### src/rtl/ap_writeback_pkg.sv
// ap_writeback_pkg
// Shared definitions for the arithmetic part: default lane geometry
// (bits per core result, number of cores) and the layer FSM state encoding
// used by the writeback collector and its neighbours.
package ap_writeback_pkg;

    localparam int OUTPORT = 8;  // bits per core result
    localparam int N_CORE  = 8;  // number of cores / lanes

    typedef enum logic [1:0] {
        ST_IDLE = 2'd0,
        ST_RUN  = 2'd1,
        ST_DONE = 2'd2
    } ap_state_e;

endpackage

### src/rtl/ap_wb_fifo.sv
// ap_wb_fifo
// Synchronous show-ahead FIFO: the head entry is visible on dout whenever
// the FIFO is not empty, and pop consumes it.
// Ports:
//   clk, reset (sync, active-low)
//   push / din   : write an entry (accepted if not full, or if popping now)
//   pop  / dout  : consume the head entry (ignored when empty)
//   full, empty  : occupancy flags
module ap_wb_fifo #(
    parameter int WIDTH = 64,
    parameter int DEPTH = 4
) (
    input  logic             clk,
    input  logic             reset,
    input  logic             push,
    input  logic [WIDTH-1:0] din,
    input  logic             pop,
    output logic [WIDTH-1:0] dout,
    output logic             full,
    output logic             empty
);

    localparam int AW = $clog2(DEPTH);
    localparam logic [AW:0] PTR_ONE = 1;

    // One extra pointer bit distinguishes full from empty.
    logic [AW:0]      r_wptr;
    logic [AW:0]      r_rptr;
    logic [WIDTH-1:0] r_mem [DEPTH];

    logic w_do_push;
    logic w_do_pop;

    assign empty = (r_wptr == r_rptr);
    assign full  = (r_wptr[AW] != r_rptr[AW]) &&
                   (r_wptr[AW-1:0] == r_rptr[AW-1:0]);

    assign w_do_pop  = pop && !empty;
    // A pop in the same cycle frees the slot, so a full FIFO still accepts.
    assign w_do_push = push && (!full || w_do_pop);

    assign dout = r_mem[r_rptr[AW-1:0]];

    always_ff @(posedge clk) begin
        if (!reset) begin
            r_wptr <= '0;
            r_rptr <= '0;
        end else begin
            if (w_do_push) r_wptr <= r_wptr + PTR_ONE;
            if (w_do_pop)  r_rptr <= r_rptr + PTR_ONE;
        end
    end

    always_ff @(posedge clk) begin
        if (w_do_push) r_mem[r_wptr[AW-1:0]] <= din;
    end

endmodule

### src/rtl/ap_writeback.sv
// ap_writeback
// Collects per-core results from the core array, aligns the lanes of one
// output pixel into a packed word, buffers words in a FIFO and streams them
// to the output feature-map memory as addressed writes.
// Ports:
//   clk, reset            : clock, synchronous active-low reset
//   start                 : layer start pulse (accepted in IDLE only)
//   base_addr, num_words  : first write address, words in this layer
//   lane_mask             : core i enabled by bit N_core-1-i
//   in, in_en             : core results (core 0 in MSBs) and strobes
//   wr_en, wr_addr,       : write request to output memory; a transfer
//   wr_data, wr_ready       happens when wr_en && wr_ready
//   busy, done, err       : status to the layer sequencer
//   o_state               : current FSM state (debug observation)
//
// Handshake: wr_en/wr_addr/wr_data are held stable until a cycle in which
// wr_ready is high; that cycle is the transfer and the next word (if any)
// is presented on the following cycle.
module ap_writeback
    import ap_writeback_pkg::*;
#(
    parameter int outport    = OUTPORT,
    parameter int N_core     = N_CORE,
    parameter int addr_w     = 16,
    parameter int cnt_w      = 16,
    parameter int fifo_depth = 4
) (
    input  logic                      clk,
    input  logic                      reset,
    input  logic                      start,
    input  logic [addr_w-1:0]         base_addr,
    input  logic [cnt_w-1:0]          num_words,
    input  logic [N_core-1:0]         lane_mask,
    input  logic [outport*N_core-1:0] in,
    input  logic [N_core-1:0]         in_en,
    output logic                      wr_en,
    output logic [addr_w-1:0]         wr_addr,
    output logic [outport*N_core-1:0] wr_data,
    input  logic                      wr_ready,
    output logic                      busy,
    output logic                      done,
    output logic                      err,
    output ap_state_e                 o_state
);

    localparam int W = outport * N_core;
    localparam logic [cnt_w-1:0] CNT_ONE = 1;

    // Lanes are handled by bit position b (0 = LSB). Core i sits at
    // b = N_core-1-i in lane_mask/in_en and at in[b*outport +: outport],
    // so no index reversal is needed anywhere below.

    ap_state_e r_state;
    ap_state_e w_next_state;

    logic [addr_w-1:0]  r_base;
    logic [cnt_w-1:0]   r_num;
    logic [N_core-1:0]  r_mask;
    logic [N_core-1:0]  r_lane_valid;
    logic [outport-1:0] r_lane_data [N_core];
    logic [cnt_w-1:0]   r_push_cnt;   // completed words, pushed or dropped
    logic [cnt_w-1:0]   r_wr_cnt;     // words transferred to memory
    logic [cnt_w-1:0]   r_drop_cnt;   // words lost to a full FIFO
    logic               r_err;

    logic              w_start_acc;
    logic              w_capture_en;
    logic [N_core-1:0] w_strb;
    logic              w_complete;
    logic [W-1:0]      w_merged;
    logic              w_pop;
    logic              w_push;
    logic              w_drop;
    logic              w_dup;
    logic [cnt_w:0]    w_retired_nxt;
    logic              w_fifo_full;
    logic              w_fifo_empty;
    logic [W-1:0]      w_fifo_head;

    assign w_start_acc  = (r_state == ST_IDLE) && start;
    // Strobes only count while in RUN and before the layer's last word.
    assign w_capture_en = (r_state == ST_RUN) && (r_push_cnt != r_num);
    assign w_strb       = w_capture_en ? (in_en & r_mask) : '0;
    assign w_complete   = (|w_strb) &&
                          (((r_lane_valid | w_strb) & r_mask) == r_mask);
    assign w_dup        = |(w_strb & r_lane_valid);

    // Merged word: this cycle's strobe wins over the stored lane value;
    // masked-off lanes are forced to zero.
    always_comb begin
        w_merged = '0;
        for (int b = 0; b < N_core; b++) begin
            if (r_mask[b]) begin
                w_merged[b*outport +: outport] =
                    w_strb[b] ? in[b*outport +: outport] : r_lane_data[b];
            end
        end
    end

    assign w_pop  = wr_en && wr_ready;
    assign w_push = w_complete && (!w_fifo_full || w_pop);
    assign w_drop = w_complete && w_fifo_full && !w_pop;

    // Words retired after this edge; the layer ends when this reaches
    // num_words (every completed word is either written or dropped).
    assign w_retired_nxt = {1'b0, r_wr_cnt} + {1'b0, r_drop_cnt} +
                           {{cnt_w{1'b0}}, w_pop} + {{cnt_w{1'b0}}, w_drop};

    ap_wb_fifo #(
        .WIDTH (W),
        .DEPTH (fifo_depth)
    ) u_fifo (
        .clk   (clk),
        .reset (reset),
        .push  (w_push),
        .din   (w_merged),
        .pop   (w_pop),
        .dout  (w_fifo_head),
        .full  (w_fifo_full),
        .empty (w_fifo_empty)
    );

    // FSM state register
    always_ff @(posedge clk) begin
        if (!reset) r_state <= ST_IDLE;
        else        r_state <= w_next_state;
    end

    // FSM next state
    always_comb begin
        w_next_state = r_state;
        case (r_state)
            ST_IDLE: begin
                if (start) w_next_state = (num_words == '0) ? ST_DONE : ST_RUN;
            end
            ST_RUN: begin
                if (w_retired_nxt == {1'b0, r_num}) w_next_state = ST_DONE;
            end
            ST_DONE: w_next_state = ST_IDLE;
            default: w_next_state = ST_IDLE;
        endcase
    end

    // Layer configuration, lane capture and counters
    always_ff @(posedge clk) begin
        if (!reset) begin
            r_base       <= '0;
            r_num        <= '0;
            r_mask       <= '0;
            r_lane_valid <= '0;
            r_push_cnt   <= '0;
            r_wr_cnt     <= '0;
            r_drop_cnt   <= '0;
            r_err        <= 1'b0;
            for (int b = 0; b < N_core; b++) r_lane_data[b] <= '0;
        end else if (w_start_acc) begin
            r_base       <= base_addr;
            r_num        <= num_words;
            r_mask       <= lane_mask;
            r_lane_valid <= '0;
            r_push_cnt   <= '0;
            r_wr_cnt     <= '0;
            r_drop_cnt   <= '0;
            r_err        <= 1'b0;
        end else begin
            for (int b = 0; b < N_core; b++) begin
                if (w_strb[b]) r_lane_data[b] <= in[b*outport +: outport];
            end
            r_lane_valid <= w_complete ? '0 : (r_lane_valid | w_strb);
            if (w_complete) r_push_cnt <= r_push_cnt + CNT_ONE;
            if (w_pop)      r_wr_cnt   <= r_wr_cnt + CNT_ONE;
            if (w_drop)     r_drop_cnt <= r_drop_cnt + CNT_ONE;
            if (w_dup || w_drop) r_err <= 1'b1;
        end
    end

    assign wr_en   = (r_state == ST_RUN) && !w_fifo_empty;
    assign wr_addr = r_base + addr_w'(r_wr_cnt);
    assign wr_data = wr_en ? w_fifo_head : '0;
    assign busy    = (r_state != ST_IDLE);
    assign done    = (r_state == ST_DONE);
    assign err     = r_err;
    assign o_state = r_state;

endmodule

### config.mk
export PLATFORM = sky130hd
export DESIGN_NAME = ap_writeback
export DESIGN_NICKNAME = d
export VERILOG_FILES = /design/src/rtl/ap_writeback_pkg.sv /design/src/rtl/ap_wb_fifo.sv /design/src/rtl/ap_writeback.sv
export SDC_FILE = /design/constraint.sdc
export NUM_CORES = 1
export LEC_CHECK = 0
export BUFFER_PORTS_ARGS = -buffer_cell sky130_fd_sc_hd__buf_2
export CORE_MARGIN = 1
export CORE_UTILIZATION = 45
export CTS_CLUSTER_SIZE = 14
export DETAILED_ROUTE_END_ITERATION = 6
export PLACE_DENSITY = 0.62
export SLEW_MARGIN = 15
export SYNTH_ARGS = -nofsm -noshare
export SYNTH_HDL_FRONTEND = slang
export SYNTH_HIERARCHICAL = 1
export SYNTH_SLANG_ARGS = --single-unit
### constraint.sdc
create_clock -name clk -period 5.9 [get_ports clk]
set_input_delay 0.885 -clock clk [delete_from_list [all_inputs] [get_ports clk]]
set_output_delay 0.885 -clock clk [all_outputs]
set_load 0.005 [all_outputs]
==> results of run 1 <==
==> critical path, cell delays in order (launching register included) <==
cell and delay (ns):
dfxtp_1 0.37, xnor2_2 0.37, nand2_1 0.15, nor2_1 0.22, nor2_4 0.06, and2_1 0.17, nor2b_1 0.30, and2_1 0.32
fa_1 0.47, ha_1 0.24, fa_1 0.47, a21o_1 0.21, a221oi_2 0.32, o21ai_2 0.13, a211oi_1 0.30, xnor2_1 0.15
o311ai_0 0.16, nor4b_2 0.39, a31o_1 0.19, a21oi_1 0.06
==> cell type report <==
type                       count  area (sq um)  area share, %
clock buffer                  52          1180           5.19
inverter                      86           324           1.42
multi-input combinational   1044          7340           32.2
clock inverter                31           324           1.42
sequential                   427         11800           51.6
timing repair buffer         214          1120           4.90
antenna                        4          10.0         0.0439
tap                          585           732           3.21
==> per-stage QoR <==
| step | instances | utilization, % |
|---|---|---|
| finish | 2443 | 52.8 |
| global route | 2442 | 52.8 |
| detailed placement | 2356 | 49.3 |
| floorplan | 1641 | - |
| CTS | 2439 | 52.8 |
| global placement | 2356 | 49.3 |
==> metal layers <==
| metal | up-vias | wire [um] | GRT usage, % | part of all wire, % |
|---|---|---|---|---|
| met5 | - | 46 | 0 | 0.099 |
| met4 | 8 | 1170 | 6.62 | 2.5 |
| met3 | 84 | 2360 | 3.81 | 5.1 |
| met2 | 317 | 22200 | 34.8 | 48 |
| met1 | 6364 | 20600 | 27.8 | 45 |
| li1 | 6278 | - | - | - |
==> layout by cell type (no fill, tap or decap), drive strengths merged, types with 8 or more instances in the layout <==
cell type / n
buf: 214
nor4: 57
mux4: 64
o21ai: 93
nor3: 15
inv: 87
xnor2: 56
clkbuf: 52
a21oi: 69
nand2: 264
mux2i: 8
and2: 71
nand4: 17
o21a: 13
clkinv: 20
nand3: 22
dfxtp: 107
or3: 9
and3: 8
nor2: 104
ha: 54
xor2: 39
edfxtp: 320
==> how the worst min path moves through the flow <==
stage | depth (start not counted) | from | end
after floorplan | 2 | r_base[0]$_SDFFE_PN0P_ | r_base[0]$_SDFFE_PN0P_
after global placement | 2 | r_base[3]$_SDFFE_PN0P_ | r_base[3]$_SDFFE_PN0P_
after detailed placement | 2 | r_base[14]$_SDFFE_PN0P_ | r_base[14]$_SDFFE_PN0P_
after CTS | 2 | r_base[14]$_SDFFE_PN0P_ | r_base[14]$_SDFFE_PN0P_
after global routing | 2 | r_base[3]$_SDFFE_PN0P_ | r_base[3]$_SDFFE_PN0P_
final | 2 | r_base[14]$_SDFFE_PN0P_ | r_base[14]$_SDFFE_PN0P_
==> flip-flops by register name, summed over array words and instances, names as in the netlist, 8 cells and up, named ones only <==
name          cells
r_lane_data      64
r_drop_cnt       16
r_wr_cnt         16
r_base           16
r_lane_valid      8
r_push_cnt       16
u_fifo/r_mem    256
r_num            16
r_mask            8
==> power by group through the flow <==
| stage | clock network (mW) | logic [mW] | registers (mW) |
|---|---|---|---|
| final | 2.87 | 0.360 | 3.32 |
| after CTS | 2.92 | 0.363 | 3.32 |
| after global routing | 3.04 | 0.399 | 3.33 |
| after global placement | 0 | 0.356 | 3.38 |
| after floorplan | 0 | 0.226 | 3.37 |
| after detailed placement | 0 | 0.361 | 3.39 |
==> kinds of logic (layout without fill, tap and decap cells) <==
family / Yosys count / in the layout / share of synthesized area [%]
xor gates and xnor gates: 95 / 95 / 4.32
buffers and inverters: 170 / 383 / 3.60
DFF: 427 / 427 / 59.5
and+or+nand+nor: 592 / 592 / 14.2
other: 0 / 4 / 0
AOI/OAI and AO/OA: 227 / 227 / 6.94
adders and majority gates: 57 / 57 / 3.72
muxes: 73 / 73 / 7.75
==> flow_summary.yaml, run 1 <==
critical_path:
  crit_fanout: 6
  end_kind: "flop"
  setup.worst_path.end: "o_state[0]$_SDFFE_PN0P_"
  rr_endpoint: "o_state[0]$_SDFFE_PN0P_"
  reg2reg_setup_slack_ns: 0.70
  required_ns: 6.31
  worstSetupStartpoint: "u_fifo/r_wptr[1]$_SDFFE_PN0P_"
  path_class: "reg -> reg"
  crit_arrival_ns: 5.61
  start_kind: "flop"
  reg2reg_from: "u_fifo/r_wptr[1]$_SDFFE_PN0P_"
  worst_r2r_path_depth: 19
die:
  num_rows: 76
  initial_core_util_pct: 45.8
  fp.dieW_um: 212
  core-area_sq_mm: 0.0432
  die_y_um: 212
  dieArea_sq_mm: 0.0448
  boundaryPins: 202
clock_network:
  clk_root_buffer_cell: "clkbuf_16"
  cts_tree: "built"
  ctsHoldBuffers: 0
  clkSinkCount: 427
  clk_latency_ns: 0.58
  clk_path_buf_depth: 3
  post_cts_buffers: 0
  clk_pin_slew_ns: 0.06
  cts_resized: 0
  h-tree-depth: 2
  numCtsBuffers: 45
sta:
  fin_ws_ns: 0.698
  fin_crit_sh_pct: 88.2
  fmax_mhz: 192
  rsz0062_at_grt: "false"
  final_max_slew_viol_count: 0
  hold_violations: 0
  hold-worst-slack_ns: 0.462
  slew-limit-headroom_pct: 21.5
  post-route-min-period_ns: 5.20
  skew_ns: 0.0221
  setup-violations-final: 0
  worst_slew_pin_slew_ns: 1.17
  tns_ns: 0
power:
  swShare_pct: 22.5
  p_total_mw: 6.55
  irDropWorstVdd_v: 0.000201
  p_int_mw: 5.08
  p_seq_share_pct: 50.7
  leakage_nw: 8.64
  comb_power_share_pct: 5.5
  power_frac_clock_pct: 43.8
  p_sw_mw: 1.47
  power_density_mw_per_mm2: 287
finish:
  layout-drive-gt1-share_pct: 20.5
  layout.nets: 1991
  nFillCells: 3811
  syn2layout_area_growth_pct: 15.3
  final_cell_area_sq_mm: 0.0228
drt:
  firstDrtPassIters: 5
  vias_per_cell: 5.34
  via_count: 13100
  finalWirelength_um: 46400
  drcViolationCount: 0
  drtIter0Drc: 901
  drtAntennaViolNets: 0
  avgRoutedWirePerCell_um: 19.0
yosys:
  yosysTopAreaCell: "edfxtp_1"
  synthCells: 1641
  synth.most_common_cell: "edfxtp_1"
  synth_edf_count: 320
  synth_top_area_share_pct: 48.6
  syn_avg_cell_area_sq_um: 12.0
  ys_types: 75
  yosysSeqAreaShare_pct: 59.5
  synth_fp_nets: 1814
  synth_common_cells: "edfxtp_1 (320), nand2_1 (264), dfxtp_1 (107), nor2_1 (103), o21ai_0 (89)"
  synthArstFlopShare_pct: 0
  synth.area.top_cells: "edfxtp_1 (49%), dfxtp_1 (11%), mux4_2 (7.3%)"
  ys.flop_type: "edfxtp_1"
  netlist_area_sq_mm: 0.0198
  ys.warnings.count: 6
  ys_seq_elements: 427
place:
  io_buffers: 201
  gp_congestion: 0.849
  dpl.hpwl_um: 30200
  placed_area_sq_mm: 0.0213
  place_ws_ns: 0.444
worst_hold_path:
  hold_class: "reg -> reg"
grt:
  grt_pass1_wl_um: 71800
  grt_overflow: 0
  grt_max_degree: 99
  first_global_vias: 12900
  grt_usage_pct: 20.9
  antenna_found_initial: 8
run:
  max-cap-violations: 0
status:
  outcome: "finished clean"
Power figures use the tool's default switching activity.
==> run 2: changes to the inputs <==
PLACE_DENSITY = 0.64   (was 0.62)
clock period = 4.5 ns   (was 5.9 ns; I/O delays follow)
==> run 2 against run 1 <==
Compared with the run above:
- highest routed layer is now met4
- register-to-register slack lost 0.56 ns
- clock skew shrank 0.0060 ns
- non-clock buffer count grew 36
- clock power grew 25%
==> flow_summary.yaml, run 2 (synthesis gave the netlist of run 1 again) <==
sta:
  setup-violations-final: 0
  fin_crit_sh_pct: 96.9
  hold-worst-slack_ns: 0.342
  worst_slew_pin_slew_ns: 1.17
  final_max_slew_viol_count: 0
  post-route-min-period_ns: 4.36
  skew_ns: 0.0160
  slew-limit-headroom_pct: 21.5
  fmax_mhz: 229
  hold_violations: 0
die:
  boundaryPins: 202
  dieArea_sq_mm: 0.0448
  die_y_um: 212
  core-area_sq_mm: 0.0432
  num_rows: 76
  fp.dieW_um: 212
  initial_core_util_pct: 45.8
status:
  outcome: "finished clean"
place:
  place_inst: 2392
  io_buffers: 201
  gp_congestion: 0.851
  dpl.hpwl_um: 30700
finish:
  syn2layout_area_growth_pct: 17.0
  layout.nets: 2028
  final_common_cell: "edfxtp_1"
  layout.cells.most_common_list: "edfxtp_1 (320), nand2_1 (263), buf_2 (201), nor2_1 (99), dfxtp_1 (99)"
  layout-drive-gt1-share_pct: 22.3
  largest_reg_flops: 256
  fin_cells: 2483
drt:
  avgRoutedWirePerCell_um: 18.5
  drcViolationCount: 0
  drtIter0Drc: 824
  vias_per_cell: 5.31
  via_count: 13200
  firstDrtPassIters: 7
  finalWirelength_um: 45800
  drtAntennaViolNets: 0
clock_network:
  cts_tree: "built"
  numCtsBuffers: 46
  clk_latency_ns: 0.58
  clk_path_buf_depth: 3
  ctsHoldBuffers: 0
  clk_root_buffer_cell: "clkbuf_16"
  clkSinkCount: 427
  h-tree-depth: 2
  clk_pin_slew_ns: 0.06
grt:
  antenna_found_initial: 4
  first_global_vias: 13000
  grt_max_degree: 67
  grt_pass1_wl_um: 71200
  grt_overflow: 0
  grt_usage_pct: 20.8
run:
  max-cap-violations: 0
power:
  swShare_pct: 22.3
  p_sw_mw: 1.88
  power_density_mw_per_mm2: 366
  irDropWorstVdd_v: 0.000274
  comb_power_share_pct: 6.1
  p_seq_share_pct: 51.3
  p_int_mw: 6.57
  leakage_nw: 8.83
  power_frac_clock_pct: 42.6
critical_path:
  crit_fanout: 5
  path_delay_family: "compound AO/OA/AOI/OAI gates"
  reg2reg_setup_slack_ns: 0.14
  end_kind: "flop"
  cpMostUsedCell: "and2_1"
  slowest_stage: "fa_1"
  worst_r2r_path_depth: 19
  cp_num_buf_inv: 0
  worstSetupStartpoint: "u_fifo/r_wptr[0]$_SDFFE_PN0P_"
  rr_endpoint: "o_state[0]$_SDFFE_PN0P_"
  start_kind: "flop"
  required_ns: 4.94
  reg2reg_from: "u_fifo/r_wptr[0]$_SDFFE_PN0P_"
  path_cells: "xnor2_2 > nand2_1 > nor2_2 > nor2_4 > and2_1 > nor2b_2 > and2_1 > fa_1 > ha_2 > fa_2 > a21o_1 > a221oi_4 > o21ai_2 > a2111oi_2 > o21bai_2 > o21ai_1 > nor4b_4 > a31o_1 > a21oi_1"
  path_class: "reg -> reg"
  crit_arrival_ns: 4.80
  cpPeakStageDelay_ns: 0.43
worst_hold_path:
  hold_class: "in -> reg"
  min_path_cells: 3
  hp-start: "base_addr[14]"
  holdPathEnd: "r_base[14]$_SDFFE_PN0P_"
-- run 2: cell type report --
class	instances	area (sq um)
Sequential cell	427	11800
Timing Repair Buffer	250	1440
Tap cell	585	732
Antenna cell	6	15.0
Clock buffer	52	1190
Clock inverter	33	254
Fill cell	3786	20100
Multi-Input combinational cell	1044	7400
Inverter	86	323
-- run 2: metal layers --
metal	part of all wire (%)	wire, um	up-vias	track usage, %
li1	-	-	6364	-
met1	44	20000	6424	27.4
met2	50	22700	355	35.6
met3	4.9	2260	51	3.07
met4	1.8	804	0	6.22
met5	0	0	-	0
-- run 2: worst reg2reg max path, delay by kind of cell, from the launching register on --
kind	cells	cell delay (ns)
and+or+nand+nor	7	1.11
AOI/OAI and AO/OA	8	1.56
adders and majority gates	3	1.01
xor gates and xnor gates	1	0.14
DFF	1	0.40
-- run 2: what timing repair did --
item,in CTS,in global routing
endpoints found under the setup margin,0,3
setup buffers,0,0
gates resized for setup,0,13
-- run 2: metrics by stage --
stage	total power, mW	setup TNS (ns)	setup slack, ns	area (sq um)	util [%]
after floorplan	4.71	0	0.0109	19800	-
after global placement	4.92	-0.216	-0.117	21600	50.0
after detailed placement	4.93	-0.463	-0.234	21600	50.0
after CTS	8.54	0	0.0382	23000	53.4
after global routing	8.76	-0.170	-0.0937	23100	53.5
final	8.45	0	0.141	23100	53.6
-- run 2: worst max-delay path by stage --
stage	end	slack (ns)	cells past startpoint
final	o_state[0]$_SDFFE_PN0P_	0.14	19
after global routing	o_state[0]$_SDFFE_PN0P_	-0.09	19
after detailed placement	o_state[0]$_SDFFE_PN0P_	-0.23	19
after floorplan	o_state[0]$_SDFFE_PN0P_	0.01	19
after global placement	o_state[0]$_SDFFE_PN0P_	-0.12	19
after CTS	o_state[0]$_SDFFE_PN0P_	0.04	19
-- run 2: power groups by stage --
stage / clock network (mW) / registers (mW) / logic [mW]
detailed placement: 0 / 4.42 / 0.514
floorplan: 0 / 4.41 / 0.296
global route: 3.85 / 4.34 / 0.567
finish: 3.60 / 4.34 / 0.516
global placement: 0 / 4.42 / 0.506
CTS: 3.69 / 4.34 / 0.516
==> run 3: changes to the inputs <==
CORE_ASPECT_RATIO = 1.75   (was not set)
GPL_ROUTABILITY_DRIVEN = 0   (was not set)
==> run 3 against run 2 <==
Compared with the run above:
- core utilization decreased by 0.65 points
- combinational power increased by 1%
- critical path depth decreased by 6
- largest cell class unchanged
- sequential cell count is the same
- via count increased by 2.0%
- total power decreased by 3.1%
- critical path type is now reg -> out
- die area barely moved
- highest routed layer is now met5
==> flow_summary.yaml, run 3 (synthesis gave the netlist of run 1 again) <==
grt:
  grt_overflow: 0
  first_global_vias: 14000
  grt_usage_pct: 22.3
  grt_max_degree: 98
  grt_pass1_wl_um: 76900
  antenna_found_initial: 1
drt:
  avgRoutedWirePerCell_um: 20.2
  vias_per_cell: 5.49
  drtIter0Drc: 775
  finalWirelength_um: 49400
  drcViolationCount: 0
  drtAntennaViolNets: 0
  via_count: 13500
  firstDrtPassIters: 5
finish:
  layout.cells.most_common_list: "edfxtp_1 (320), nand2_1 (261), buf_2 (201), dfxtp_1 (102), nor2_1 (100)"
  fin_cells: 2450
  insertedDiodeCount: 0
  layout-drive-gt1-share_pct: 22.6
  fin_util_pct: 52.9
  layout.nets: 2028
  register_area_sq_mm: 0.0118
  multi_input_area_sq_mm: 0.00743
  nFillCells: 3753
  largest_reg_flops: 256
  syn2layout_area_growth_pct: 16.0
  final_common_cell: "edfxtp_1"
sta:
  rsz0062_at_grt: "false"
  fin_ws_ns: 0.239
  setup-violations-final: 0
  worst_slew_pin_slew_ns: 1.14
  post-route-min-period_ns: 4.26
  final_max_slew_viol_count: 0
  fin_crit_sh_pct: 94.7
  hold_violations: 0
  fmax_mhz: 235
  skew_ns: 0.0125
  slew-limit-headroom_pct: 23.7
clock_network:
  clk_latency_ns: 0.54
  clk_pin_slew_ns: 0.06
  cts_tree: "built"
  clkSinkCount: 427
  ctsHoldBuffers: 0
  clk_root_buffer_cell: "clkbuf_16"
  clk_path_buf_depth: 3
  numCtsBuffers: 40
  h-tree-depth: 2
critical_path:
  cpMostUsedCell: "a21oi_1"
  required_ns: 3.83
  path_cells: "ha_1 > inv_1 > fa_1 > nor2b_1 > o21ai_0 > a21boi_1 > o211ai_1 > a21oi_1 > nor3_1 > o41ai_1 > a21oi_1 > xnor2_1 > buf_2"
  slowest_stage: "dfxtp_1"
  start_kind: "flop"
  path_class: "reg -> out"
  crit_arrival_ns: 3.59
  cp_num_buf_inv: 2
  cpPeakStageDelay_ns: 0.51
  end_kind: "primary output"
  reg2reg_setup_slack_ns: 0.28
  crit_fanout: 5
  path_delay_family: "compound AO/OA/AOI/OAI gates"
die:
  boundaryPins: 202
  core-area_sq_mm: 0.0433
  die_y_um: 279
  fp.dieW_um: 160
  dieArea_sq_mm: 0.0448
  num_rows: 101
  initial_core_util_pct: 45.6
power:
  comb_power_share_pct: 6.4
  power_density_mw_per_mm2: 357
  irDropWorstVdd_v: 0.000244
  p_sw_mw: 1.81
  leakage_nw: 8.77
  p_seq_share_pct: 52.9
  swShare_pct: 22.1
  power_frac_clock_pct: 40.7
  p_int_mw: 6.38
  p_total_mw: 8.19
status:
  outcome: "finished clean"
run:
  max-cap-violations: 0
place:
  place_ws_ns: -0.233
  io_buffers: 201
  dpl.hpwl_um: 33900
  place_inst: 2377
worst_hold_path:
  hold_class: "in -> reg"
## run 3: changes by cell type in the layout (fill, tap and decap cells not counted), moves of 3 or more
cell,previous run,this run
o21ai_0,87,84
o21ai_1,5,8
buf_4,44,54
dfxtp_1,99,102
and2_2,0,4
diode_2,6,0
buf_12,5,1
clkinv_1,18,2
clkbuf_1,5,11
clkbuf_16,47,42
clkbuf_8,0,4
## run 3: worst register-to-register path, stage by stage, from the launching register on
cell      delay [ns]
dfxtp_2         0.36
xnor2_2         0.22
nand2_2         0.10
nor2_2          0.16
nor2_4          0.06
and2_1          0.17
nor2b_2         0.13
and2_4          0.16
fa_1            0.42
ha_2            0.20
fa_2            0.39
a21o_1          0.22
a221oi_2        0.30
o21ai_2         0.13
a211oi_2        0.22
xnor2_1         0.16
o311ai_2        0.16
nor4b_4         0.31
a31o_1          0.17
a21oi_1         0.06
## run 3: routing by layer
metal | wire length [um] | vias to the layer above | global-route usage [%] | part of all wire, %
met5 | 11 | - | 0 | 0.022
met4 | 1560 | 2 | 8.11 | 3.2
met3 | 2040 | 88 | 2.78 | 4.1
met2 | 27600 | 366 | 43.5 | 56
met1 | 18200 | 6646 | 24.3 | 37
li1 | - | 6354 | - | -
## run 3: timing repair
action	CTS	global route
resized for setup	1	15
setup buffers	0	2
pin swaps	0	8
setup endpoints to repair	2	3
## run 3: through the flow
| step | hold WS (ns) | area [sq um] | TNS, ns |
|---|---|---|---|
| final | 0.368 | 22900 | 0 |
| after floorplan | 0.441 | 19800 | 0 |
| after CTS | 0.348 | 22800 | 0 |
| after detailed placement | 0.451 | 21600 | -0.444 |
| after global routing | 0.366 | 22900 | 0 |
| after global placement | 0.450 | 21600 | -0.181 |
## run 3: path summary, 6_finish.rpt
check	end	from	depth (start not counted)
setup reg to reg	o_state[0]$_SDFFE_PN0P_	u_fifo/r_wptr[1]$_SDFFE_PN0P_	19
hold reg to reg	r_base[0]$_SDFFE_PN0P_	r_base[0]$_SDFFE_PN0P_	2
setup / recovery	wr_addr[14]	r_wr_cnt[0]$_SDFFE_PP0P_	13
hold / removal	r_base[9]$_SDFFE_PN0P_	base_addr[9]	3
## run 3: power groups by stage
stage	logic [mW]	registers, mW	clock network, mW
2_1_floorplan	0.296	4.41	0
3_3_place_gp	0.512	4.42	0
3_5_place_dp	0.521	4.42	0
4_1_cts	0.524	4.34	3.41
5_1_grt	0.575	4.34	3.54
6_report	0.523	4.34	3.33
## run 3: area by class of cell
class,count,area share (%)
inverters,86,1.41
well taps,566,3.09
clock inverters,14,0.600
flip-flops and latches,427,51.3
repair buffers,256,6.24
multi-input cells,1044,32.4
clock buffers,57,5.00
